==> src/rtl/div_seq.sv <==
// Sequential signed divider for the DIV instruction of the multicycle control unit.
// Restoring division, one quotient bit per cycle; quotient to LO, remainder to HI.
// Optional feature: define DIV_DIVU_EN to add the Unsigned input (DIVU semantics).
module div_seq #(
  parameter int unsigned WIDTH = 32
) (
  input  logic             clk,
  input  logic             reset,
  input  logic             DivCtrl,
  input  logic [WIDTH-1:0] A,
  input  logic [WIDTH-1:0] B,
`ifdef DIV_DIVU_EN
  input  logic             Unsigned,
`endif
  output logic             DivOut,
  output logic             divZero,
  output logic [WIDTH-1:0] HI,
  output logic [WIDTH-1:0] LO
);

  localparam int unsigned CntW = $clog2(WIDTH + 1);

  typedef enum logic [1:0] {StIdle, StCalc, StSign, StDone} state_e;

  state_e            state_q;
  logic [CntW-1:0]   cnt_q;
  logic [WIDTH-1:0]  dvd_q;      // dividend magnitude, becomes the quotient as it shifts out
  logic [WIDTH-1:0]  dvs_q;      // divisor magnitude
  logic [WIDTH-1:0]  rem_q;      // partial remainder
  logic              neg_quo_q;
  logic              neg_rem_q;

  logic              uns;
  logic              a_neg;
  logic              b_neg;
  logic [WIDTH-1:0]  a_mag;
  logic [WIDTH-1:0]  b_mag;
  logic [WIDTH:0]    diff;

  // Operand magnitudes and the trial subtraction of the current step.
  always_comb begin
`ifdef DIV_DIVU_EN
    uns   = Unsigned;
`else
    uns   = 1'b0;
`endif
    a_neg = A[WIDTH-1] & ~uns;
    b_neg = B[WIDTH-1] & ~uns;
    a_mag = a_neg ? -A : A;
    b_mag = b_neg ? -B : B;
    // One extra bit: the shifted remainder can exceed WIDTH bits when |B| is large.
    diff  = {rem_q, dvd_q[WIDTH-1]} - {1'b0, dvs_q};
  end

  // Control FSM, datapath and registered outputs.
  always_ff @(posedge clk) begin
    if (!reset) begin
      state_q   <= StIdle;
      cnt_q     <= '0;
      dvd_q     <= '0;
      dvs_q     <= '0;
      rem_q     <= '0;
      neg_quo_q <= 1'b0;
      neg_rem_q <= 1'b0;
      DivOut    <= 1'b0;
      divZero   <= 1'b0;
      HI        <= '0;
      LO        <= '0;
    end else begin
      case (state_q)
        StIdle: begin
          if (DivCtrl) begin
            if (B == '0) begin
              divZero <= 1'b1;
              state_q <= StDone;
            end else begin
              dvd_q     <= a_mag;
              dvs_q     <= b_mag;
              neg_quo_q <= a_neg ^ b_neg;
              neg_rem_q <= a_neg;
              rem_q     <= '0;
              cnt_q     <= CntW'(WIDTH);
              state_q   <= StCalc;
            end
          end
        end
        StCalc: begin
          if (!DivCtrl) begin
            cnt_q   <= '0;
            state_q <= StIdle;
          end else begin
            if (!diff[WIDTH]) begin
              rem_q <= diff[WIDTH-1:0];
              dvd_q <= {dvd_q[WIDTH-2:0], 1'b1};
            end else begin
              rem_q <= {rem_q[WIDTH-2:0], dvd_q[WIDTH-1]};
              dvd_q <= {dvd_q[WIDTH-2:0], 1'b0};
            end
            cnt_q <= cnt_q - CntW'(1);
            if (cnt_q == CntW'(1)) begin
              state_q <= StSign;
            end
          end
        end
        StSign: begin
          if (!DivCtrl) begin
            state_q <= StIdle;
          end else begin
            LO      <= neg_quo_q ? -dvd_q : dvd_q;
            HI      <= neg_rem_q ? -rem_q : rem_q;
            DivOut  <= 1'b1;
            state_q <= StDone;
          end
        end
        StDone: begin
          if (!DivCtrl) begin
            DivOut  <= 1'b0;
            divZero <= 1'b0;
            state_q <= StIdle;
          end
        end
        default: state_q <= StIdle;
      endcase
    end
  end

endmodule

==> config.mk <==
export PLATFORM = sky130hd
export DESIGN_NAME = div_seq
export DESIGN_NICKNAME = d
export VERILOG_FILES = /design/src/rtl/div_seq.sv
export SDC_FILE = /design/constraint.sdc
export NUM_CORES = 1
export LEC_CHECK = 0
export ABC_AREA = 1
export CORE_MARGIN = 8
export CORE_UTILIZATION = 50
export DETAILED_ROUTE_END_ITERATION = 10
export PLACE_DENSITY = 0.81
export SYNTH_ARGS = -nofsm -noshare
export SYNTH_HDL_FRONTEND = slang
export SYNTH_SLANG_ARGS = --single-unit
==> constraint.sdc <==
create_clock -name clk -period 6.1 [get_ports clk]
set_clock_uncertainty 0.05 [all_clocks]
set_input_delay 0.61 -clock clk [delete_from_list [all_inputs] [get_ports clk]]
set_output_delay 0.61 -clock clk [all_outputs]
set_load 0.01 [all_outputs]
==> results of run 1 <==
-- stage by stage --
stage	instances	utilization	power (W)	worst slack [ns]	hold slack (ns)
2_1_floorplan	2174	-	0.001669	3.854	0.3824
3_3_place_gp	2570	0.5597	0.001882	2.621	0.3927
3_5_place_dp	2570	0.5597	0.001891	2.561	0.4032
4_1_cts	2602	0.5825	0.002965	2.937	0.4138
5_1_grt	2602	0.5825	0.003099	2.557	0.4298
6_report	2603	0.5826	0.002970	2.897	0.4078
-- worst paths after layout --
check | end | slack (ns) | cells after the start
setup / recovery | rem_q[28] | 2.90 | 16
hold / removal | divZero | 0.41 | 2
setup reg to reg | rem_q[28] | 2.90 | 16
hold reg to reg | divZero | 0.41 | 2
-- logic make-up after synthesis --
logic type / after synthesis / synth area share
adder cells (fa/ha/maj): 39 / 0.03817
AND/OR/NAND/NOR: 1051 / 0.3436
flip-flops: 172 / 0.2653
XOR/XNOR: 72 / 0.04858
AO/OA/AOI/OAI: 408 / 0.1732
buffers and inverters: 432 / 0.1312
-- worst max-delay path: stages (launching register included) --
cell and delay [ns]:
sky130_fd_sc_hd__dfxtp_1 0.41, sky130_fd_sc_hd__inv_1 0.09, sky130_fd_sc_hd__ha_1 0.26, sky130_fd_sc_hd__fa_1 0.42
sky130_fd_sc_hd__inv_1 0.14, sky130_fd_sc_hd__nand2_1 0.07, sky130_fd_sc_hd__nand2_1 0.07, sky130_fd_sc_hd__nand3_1 0.09
sky130_fd_sc_hd__nand2_2 0.14, sky130_fd_sc_hd__nand2_2 0.08, sky130_fd_sc_hd__nand2_2 0.09, sky130_fd_sc_hd__nand2_4 0.07
sky130_fd_sc_hd__nand3_2 0.34, sky130_fd_sc_hd__nand2_2 0.38, sky130_fd_sc_hd__nand2_1 0.15, sky130_fd_sc_hd__nand3_1 0.10
sky130_fd_sc_hd__a21oi_1 0.16
-- power by group through the flow --
stage | clock network [W] | registers [W] | logic (W)
global placement | 0 | 0.00123 | 0.000648
global route | 0.00114 | 0.00122 | 0.000746
floorplan | 0 | 0.00123 | 0.000443
finish | 0.00109 | 0.00121 | 0.000673
CTS | 0.00109 | 0.00121 | 0.000661
detailed placement | 0 | 0.00124 | 0.000656
-- area by class of cell --
type                    instances  area share
multi-input cells            1570      0.5228
well taps                     335     0.02793
repair buffers                142     0.09286
clock buffers                  18     0.02926
clock inverters                14    0.009837
flip-flops and latches        172      0.2294
inverters                     351     0.08778
diodes                          1   0.0001667
-- cells in the final DEF, fill, tap and decap left out, drive strengths merged, types with 3 or more instances in the layout --
cell type	count
nand2	586
inv	356
nor2	197
a21oi	182
nand3	173
dfxtp	172
o21ai	155
clkdlybuf4s50	131
xor2	62
nor3	43
ha	38
nand3b	18
clkbuf	18
o21bai	17
o211ai	16
nand4	16
o221ai	11
buf	11
xnor2	10
a31oi	8
o21a	8
clkinv	8
and2	6
nor4	5
o22ai	4
or2	4
and3	3
o31ai	3
-- state kept, by name, indices dropped and copies added, names as in the netlist --
signal / flops
LO: 32
DivOut: 1
dvs_q: 32
HI: 32
neg_quo_q: 1
divZero: 1
neg_rem_q: 1
state_q: 2
rem_q: 32
dvd_q: 32
cnt_q: 6
-- routing by layer --
metal  wire length, microns  up-vias
met5                      0        -
met4                   1560        0
met3                   2546       96
met2                  19800      523
met1                  18870     6526
li1                       -     7104
==> flow_results.xml, run 1 <==
<?xml version="1.0" encoding="UTF-8"?>
<metrics>
  <group name="die">
    <metric name="design.die.area" unit="sq um">31380</metric>
    <metric name="chipHeight" unit="microns">177.1</metric>
    <metric name="die_x" unit="microns">177.1</metric>
    <metric name="io_pins" unit="">133</metric>
    <metric name="row_count" unit="">59</metric>
    <metric name="core_area" unit="sq um">25760</metric>
    <metric name="start_util" unit="">0.5039</metric>
  </group>
  <group name="placement">
    <metric name="place.detailed.hpwl" unit="microns">33570</metric>
    <metric name="gp_congestion" unit="">1.004</metric>
    <metric name="count_of_buffers_from_port_buffering" unit="">132</metric>
    <metric name="placed_cell_area" unit="sq um">14420</metric>
  </group>
  <group name="sta">
    <metric name="final_period_minus_worst_setup_slack" unit="ns">3.203</metric>
    <metric name="max_slew_vio_count" unit="">0</metric>
    <metric name="final.setup.tns" unit="ns">0</metric>
    <metric name="unrepaired_setup_endpoints_after_global_routing" unit="">false</metric>
    <metric name="timing.final.crit_share" unit="">0.5250</metric>
    <metric name="max_slew.worst_pin.slew" unit="ns">1.121</metric>
    <metric name="report.final.setup_viol" unit="">0</metric>
    <metric name="fmax" unit="MHz">312.2</metric>
    <metric name="maxSlewHeadroom" unit="">0.2520</metric>
    <metric name="timing_hold_violations_final" unit="">0</metric>
  </group>
  <group name="power_and_ir_drop">
    <metric name="p_comb_frac" unit="">0.227</metric>
    <metric name="power.ir.vdd_worst" unit="V">0.0001334</metric>
    <metric name="share_clk_of_total_power" unit="">0.365</metric>
    <metric name="sw_frac_of_total" unit="">0.3426</metric>
    <metric name="proportion_of_power_drawn_by_flip_flops_and_latches" unit="">0.408</metric>
    <metric name="p_int" unit="W">0.001952</metric>
    <metric name="cellPowerDensity" unit="nW/um^2">197.9</metric>
    <metric name="p_leak" unit="nW">7.322</metric>
    <metric name="p_switching" unit="W">0.001018</metric>
  </group>
  <group name="clock_tree">
    <metric name="tritoncts_sinks" unit="">172</metric>
    <metric name="cts.path.max_buffers" unit="">2</metric>
    <metric name="cts-hold-fix-buffers" unit="">0</metric>
    <metric name="post-cts-setup-buffers" unit="">0</metric>
    <metric name="total_number_of_h_tree_levels" unit="">4</metric>
    <metric name="numCtsBuffers" unit="">17</metric>
    <metric name="cts.root.buffer_cell" unit="">sky130_fd_sc_hd__clkbuf_16</metric>
    <metric name="clock_tree_from_tritoncts" unit="">done</metric>
    <metric name="insertion_delay" unit="ns">0.44</metric>
    <metric name="clk_transition_reported_paths" unit="ns">0.07</metric>
    <metric name="cts_resized" unit="">0</metric>
  </group>
  <group name="status">
    <metric name="run_status" unit="">finished clean</metric>
  </group>
  <group name="route">
    <metric name="vias" unit="">14250</metric>
    <metric name="post_drt_via_cell_ratio" unit="">5.474</metric>
    <metric name="drt_first_pass_iters" unit="">5</metric>
    <metric name="detail_route.wl_per_cell" unit="microns">16.44</metric>
    <metric name="ant_nets" unit="">0</metric>
    <metric name="starting_drc_count_in_detailed_routing" unit="">1369</metric>
    <metric name="final_wl" unit="microns">42780</metric>
    <metric name="drc" unit="">0</metric>
  </group>
  <group name="logic_synthesis">
    <metric name="postSynthNetCount" unit="">2280</metric>
    <metric name="ys.flop_type" unit="">sky130_fd_sc_hd__dfxtp_1</metric>
    <metric name="synth_most_common_cell" unit="">sky130_fd_sc_hd__nand2_1</metric>
    <metric name="synth.top_cells.by_count" unit="">sky130_fd_sc_hd__nand2_1, sky130_fd_sc_hd__inv_1, sky130_fd_sc_hd__nor2_1</metric>
    <metric name="postSynthRegisterBits" unit="">172</metric>
    <metric name="netlist_top_cells_area" unit="">sky130_fd_sc_hd__dfxtp_1, sky130_fd_sc_hd__nand2_1, sky130_fd_sc_hd__inv_1</metric>
    <metric name="mappedNetlistArea" unit="sq um">12980</metric>
    <metric name="syn_inst" unit="">2174</metric>
    <metric name="synth_top_area_cell" unit="">sky130_fd_sc_hd__dfxtp_1</metric>
    <metric name="synthArstFlopShare" unit="">0</metric>
    <metric name="area_share_of_the_largest_cell_type_after_synthesis" unit="">0.2653</metric>
    <metric name="postSynthAreaPerCell" unit="sq um">5.971</metric>
    <metric name="synth_warnings" unit="">0</metric>
    <metric name="yosys.cell_types.count" unit="">48</metric>
    <metric name="synth.yosys.seq_area_share" unit="">0.2653</metric>
    <metric name="synth-edff-count" unit="">0</metric>
  </group>
  <group name="cells_and_area">
    <metric name="nNetsFinal" unit="">2360</metric>
    <metric name="post-route-cell-area" unit="sq um">15010</metric>
    <metric name="area.growth.synth_to_final" unit="%">15.62</metric>
    <metric name="fillers" unit="">2570</metric>
    <metric name="ff_latch_area" unit="sq um">3443</metric>
    <metric name="multi_input_comb_area" unit="sq um">7846</metric>
    <metric name="post_route_cells_drive_above_1_share" unit="">0.03749</metric>
  </group>
  <group name="critical_path">
    <metric name="kind_of_end_point_of_the_critical_path" unit="">flip-flop</metric>
    <metric name="r2r_start" unit="">dvd_q[31]</metric>
    <metric name="highest_net_fanout_along_the_worst_path" unit="">22</metric>
    <metric name="timing.critical_path.from_type" unit="">flip-flop</metric>
    <metric name="startpoint" unit="">dvd_q[31]</metric>
    <metric name="cp.arrival" unit="ns">3.52</metric>
    <metric name="critical_path_required" unit="ns">6.41</metric>
    <metric name="crit_type" unit="">reg -&gt; reg</metric>
  </group>
  <group name="grt">
    <metric name="global_route.usage.met3" unit="">0.03798</metric>
    <metric name="globalRouteOverflowTotal" unit="">0</metric>
    <metric name="grt_use_met1" unit="">0.3444</metric>
    <metric name="global_route.usage.met2" unit="">0.4483</metric>
    <metric name="grt_pass1_wl" unit="microns">68560</metric>
    <metric name="grt.busiest_layer" unit="">met2</metric>
    <metric name="grt_antenna_before_repair" unit="">0</metric>
    <metric name="grt.total_usage" unit="">0.2694</metric>
    <metric name="grt_max_degree" unit="">112</metric>
    <metric name="first_global_vias" unit="">13250</metric>
  </group>
  <group name="flow_run">
    <metric name="cap_violations" unit="">0</metric>
  </group>
  <group name="hold_path">
    <metric name="worst_hold_path_type" unit="">reg -&gt; reg</metric>
    <metric name="min-delay-start" unit="">divZero</metric>
  </group>
</metrics>
(Power assumes the default switching activity.)
==> run 2, diff against run 1 <==
==> constraint.sdc (replaced) <==
create_clock -name clk -period 3.01 [get_ports clk]
set_clock_uncertainty 0.05 [all_clocks]
set_input_delay 0.301 -clock clk [delete_from_list [all_inputs] [get_ports clk]]
set_output_delay 0.301 -clock clk [all_outputs]
set_load 0.01 [all_outputs]
==> flow_results.xml, run 2 (synthesized netlist as in run 1, its figures left out) <==
<?xml version="1.0" encoding="UTF-8"?>
<metrics>
  <group name="grt">
    <metric name="grt_antenna_before_repair" unit="">0</metric>
    <metric name="grt_max_degree" unit="">119</metric>
    <metric name="first_global_vias" unit="">13380</metric>
    <metric name="grt.total_usage" unit="">0.2743</metric>
    <metric name="globalRouteOverflowTotal" unit="">0</metric>
    <metric name="grt_pass1_wl" unit="microns">69210</metric>
  </group>
  <group name="die">
    <metric name="start_util" unit="">0.5039</metric>
    <metric name="row_count" unit="">59</metric>
    <metric name="io_pins" unit="">133</metric>
    <metric name="die_x" unit="microns">177.1</metric>
    <metric name="design.die.area" unit="sq um">31380</metric>
    <metric name="core_area" unit="sq um">25760</metric>
    <metric name="chipHeight" unit="microns">177.1</metric>
  </group>
  <group name="clock_tree">
    <metric name="clk_transition_reported_paths" unit="ns">0.08</metric>
    <metric name="total_number_of_h_tree_levels" unit="">4</metric>
    <metric name="insertion_delay" unit="ns">0.45</metric>
    <metric name="tritoncts_sinks" unit="">172</metric>
    <metric name="clock_tree_from_tritoncts" unit="">done</metric>
    <metric name="cts.path.max_buffers" unit="">2</metric>
    <metric name="post-cts-setup-buffers" unit="">0</metric>
    <metric name="numCtsBuffers" unit="">17</metric>
    <metric name="cts.root.buffer_cell" unit="">sky130_fd_sc_hd__clkbuf_16</metric>
  </group>
  <group name="power_and_ir_drop">
    <metric name="totalPowerFinal" unit="W">0.006062</metric>
    <metric name="proportion_of_power_drawn_by_flip_flops_and_latches" unit="">0.404</metric>
    <metric name="share_clk_of_total_power" unit="">0.367</metric>
    <metric name="p_int" unit="W">0.003955</metric>
    <metric name="p_switching" unit="W">0.002107</metric>
    <metric name="p_leak" unit="nW">7.421</metric>
    <metric name="power.ir.vdd_worst" unit="V">0.0004093</metric>
    <metric name="cellPowerDensity" unit="nW/um^2">399.2</metric>
    <metric name="sw_frac_of_total" unit="">0.3476</metric>
    <metric name="p_comb_frac" unit="">0.228</metric>
  </group>
  <group name="critical_path">
    <metric name="crit_type" unit="">reg -&gt; reg</metric>
    <metric name="kind_of_end_point_of_the_critical_path" unit="">flip-flop</metric>
    <metric name="highest_net_fanout_along_the_worst_path" unit="">22</metric>
    <metric name="critical_path_required" unit="ns">3.27</metric>
    <metric name="timing.critical_path.from_type" unit="">flip-flop</metric>
    <metric name="cp.arrival" unit="ns">3.00</metric>
  </group>
  <group name="hold_path">
    <metric name="worst_hold_path_type" unit="">in -&gt; reg</metric>
  </group>
  <group name="status">
    <metric name="run_status" unit="">finished clean</metric>
  </group>
  <group name="sta">
    <metric name="final_period_minus_worst_setup_slack" unit="ns">2.740</metric>
    <metric name="max_slew.worst_pin.slew" unit="ns">0.7670</metric>
    <metric name="final.setup.tns" unit="ns">0</metric>
    <metric name="timing_hold_violations_final" unit="">0</metric>
    <metric name="timing.final.crit_share" unit="">0.9102</metric>
    <metric name="maxSlewHeadroom" unit="">0.4879</metric>
    <metric name="fmax" unit="MHz">365.0</metric>
    <metric name="unrepaired_setup_endpoints_after_global_routing" unit="">false</metric>
    <metric name="report.final.setup_viol" unit="">0</metric>
    <metric name="max_slew_vio_count" unit="">0</metric>
  </group>
  <group name="cells_and_area">
    <metric name="layout.cells.most_common_list" unit="">sky130_fd_sc_hd__nand2_1, sky130_fd_sc_hd__inv_1, sky130_fd_sc_hd__nor2_1, sky130_fd_sc_hd__a21oi_1, sky130_fd_sc_hd__dfxtp_1</metric>
    <metric name="fillers" unit="">2543</metric>
    <metric name="ff_latch_area" unit="sq um">3443</metric>
    <metric name="antenna_cells" unit="">0</metric>
    <metric name="layout_commonest_cell" unit="">sky130_fd_sc_hd__nand2_1</metric>
    <metric name="post_route_cells_drive_above_1_share" unit="">0.04510</metric>
    <metric name="nNetsFinal" unit="">2377</metric>
    <metric name="area.growth.synth_to_final" unit="%">16.97</metric>
    <metric name="multi_input_comb_area" unit="sq um">7854</metric>
  </group>
  <group name="route">
    <metric name="vias" unit="">14290</metric>
    <metric name="post_drt_via_cell_ratio" unit="">5.456</metric>
    <metric name="final_wl" unit="microns">43350</metric>
    <metric name="detail_route.wl_per_cell" unit="microns">16.55</metric>
    <metric name="drc" unit="">0</metric>
    <metric name="starting_drc_count_in_detailed_routing" unit="">1669</metric>
    <metric name="drt_first_pass_iters" unit="">6</metric>
    <metric name="ant_nets" unit="">0</metric>
  </group>
  <group name="placement">
    <metric name="gp_congestion" unit="">1.037</metric>
    <metric name="place.detailed.hpwl" unit="microns">34140</metric>
    <metric name="count_of_buffers_from_port_buffering" unit="">132</metric>
  </group>
  <group name="flow_run">
    <metric name="cap_violations" unit="">0</metric>
  </group>
</metrics>
[run 2: changes by cell type in the layout (fill, tap and decap cells not counted), sizes merged]
| cell | before | now |
|---|---|---|
| clkbuf | 18 | 17 |
| buf | 11 | 28 |
| clkinv | 8 | 9 |
| diode | 1 | 0 |
[run 2: layout make-up]
type | instances | share of cell area
clock inverter | 15 | 0.01096
timing repair buffer | 159 | 0.1027
tap | 335 | 0.02760
sequential | 172 | 0.2268
inverter | 351 | 0.08677
multi-input combinational | 1570 | 0.5172
clock buffer | 17 | 0.02802
[run 2: critical path, cell delays in order (launching register included)]
cell	delay, ns
sky130_fd_sc_hd__dfxtp_1	0.37
sky130_fd_sc_hd__inv_1	0.08
sky130_fd_sc_hd__ha_1	0.25
sky130_fd_sc_hd__fa_1	0.44
sky130_fd_sc_hd__inv_1	0.12
sky130_fd_sc_hd__nand2_1	0.05
sky130_fd_sc_hd__nand2_1	0.07
sky130_fd_sc_hd__nand3_1	0.08
sky130_fd_sc_hd__nand2_2	0.12
sky130_fd_sc_hd__nand2_2	0.07
sky130_fd_sc_hd__nand2_2	0.09
sky130_fd_sc_hd__nand2_4	0.07
sky130_fd_sc_hd__nand2_4	0.08
sky130_fd_sc_hd__nand2_4	0.16
sky130_fd_sc_hd__nand2_4	0.27
sky130_fd_sc_hd__nand2_1	0.08
sky130_fd_sc_hd__nand3_1	0.09
sky130_fd_sc_hd__a21oi_1	0.07
[run 2: what timing repair did]
action                     in CTS  in global routing
resized for setup               0                  2
hold buffers                    0                  0
setup endpoints to repair       0                 29
[run 2: layer usage]
metal / GRT usage / share of wire
met1: 0.3463 / 0.43
met2: 0.4477 / 0.46
met3: 0.04310 / 0.064
met4: 0.1359 / 0.047
met5: 0 / 0
[run 2: through the flow]
| stage | setup WS [ns] | utilization | cells | instance area, sq um | hold slack [ns] |
|---|---|---|---|---|---|
| 6_report | 0.2703 | 0.5894 | 2619 | 15180 | 0.2487 |
| 5_1_grt | 0.06308 | 0.5894 | 2619 | 15180 | 0.2585 |
| 4_1_cts | 0.1477 | 0.5891 | 2619 | 15180 | 0.2490 |
| 3_5_place_dp | 0.1672 | 0.5661 | 2587 | 14590 | 0.4031 |
| 3_3_place_gp | 0.2746 | 0.5661 | 2587 | 14590 | 0.3977 |
| 2_1_floorplan | 0.7644 | - | 2174 | 12980 | 0.3824 |
[run 2: power groups by stage]
| stage | combinational (W) | sequential, W | clock, W |
|---|---|---|---|
| floorplan | 0.000899 | 0.00248 | 0 |
| global placement | 0.00134 | 0.00250 | 0 |
| detailed placement | 0.00135 | 0.00250 | 0 |
| CTS | 0.00136 | 0.00245 | 0.00224 |
| global route | 0.00154 | 0.00246 | 0.00233 |
| finish | 0.00138 | 0.00245 | 0.00223 |
[run 2: worst paths after layout]
check,to,startpoint,depth (start not counted),slack [ns]
setup / recovery,rem_q[5],dvd_q[31],17,0.27
setup reg to reg,rem_q[5],dvd_q[31],17,0.27
hold reg to reg,divZero,divZero,2,0.42
hold / removal,cnt_q[1],reset,3,0.25
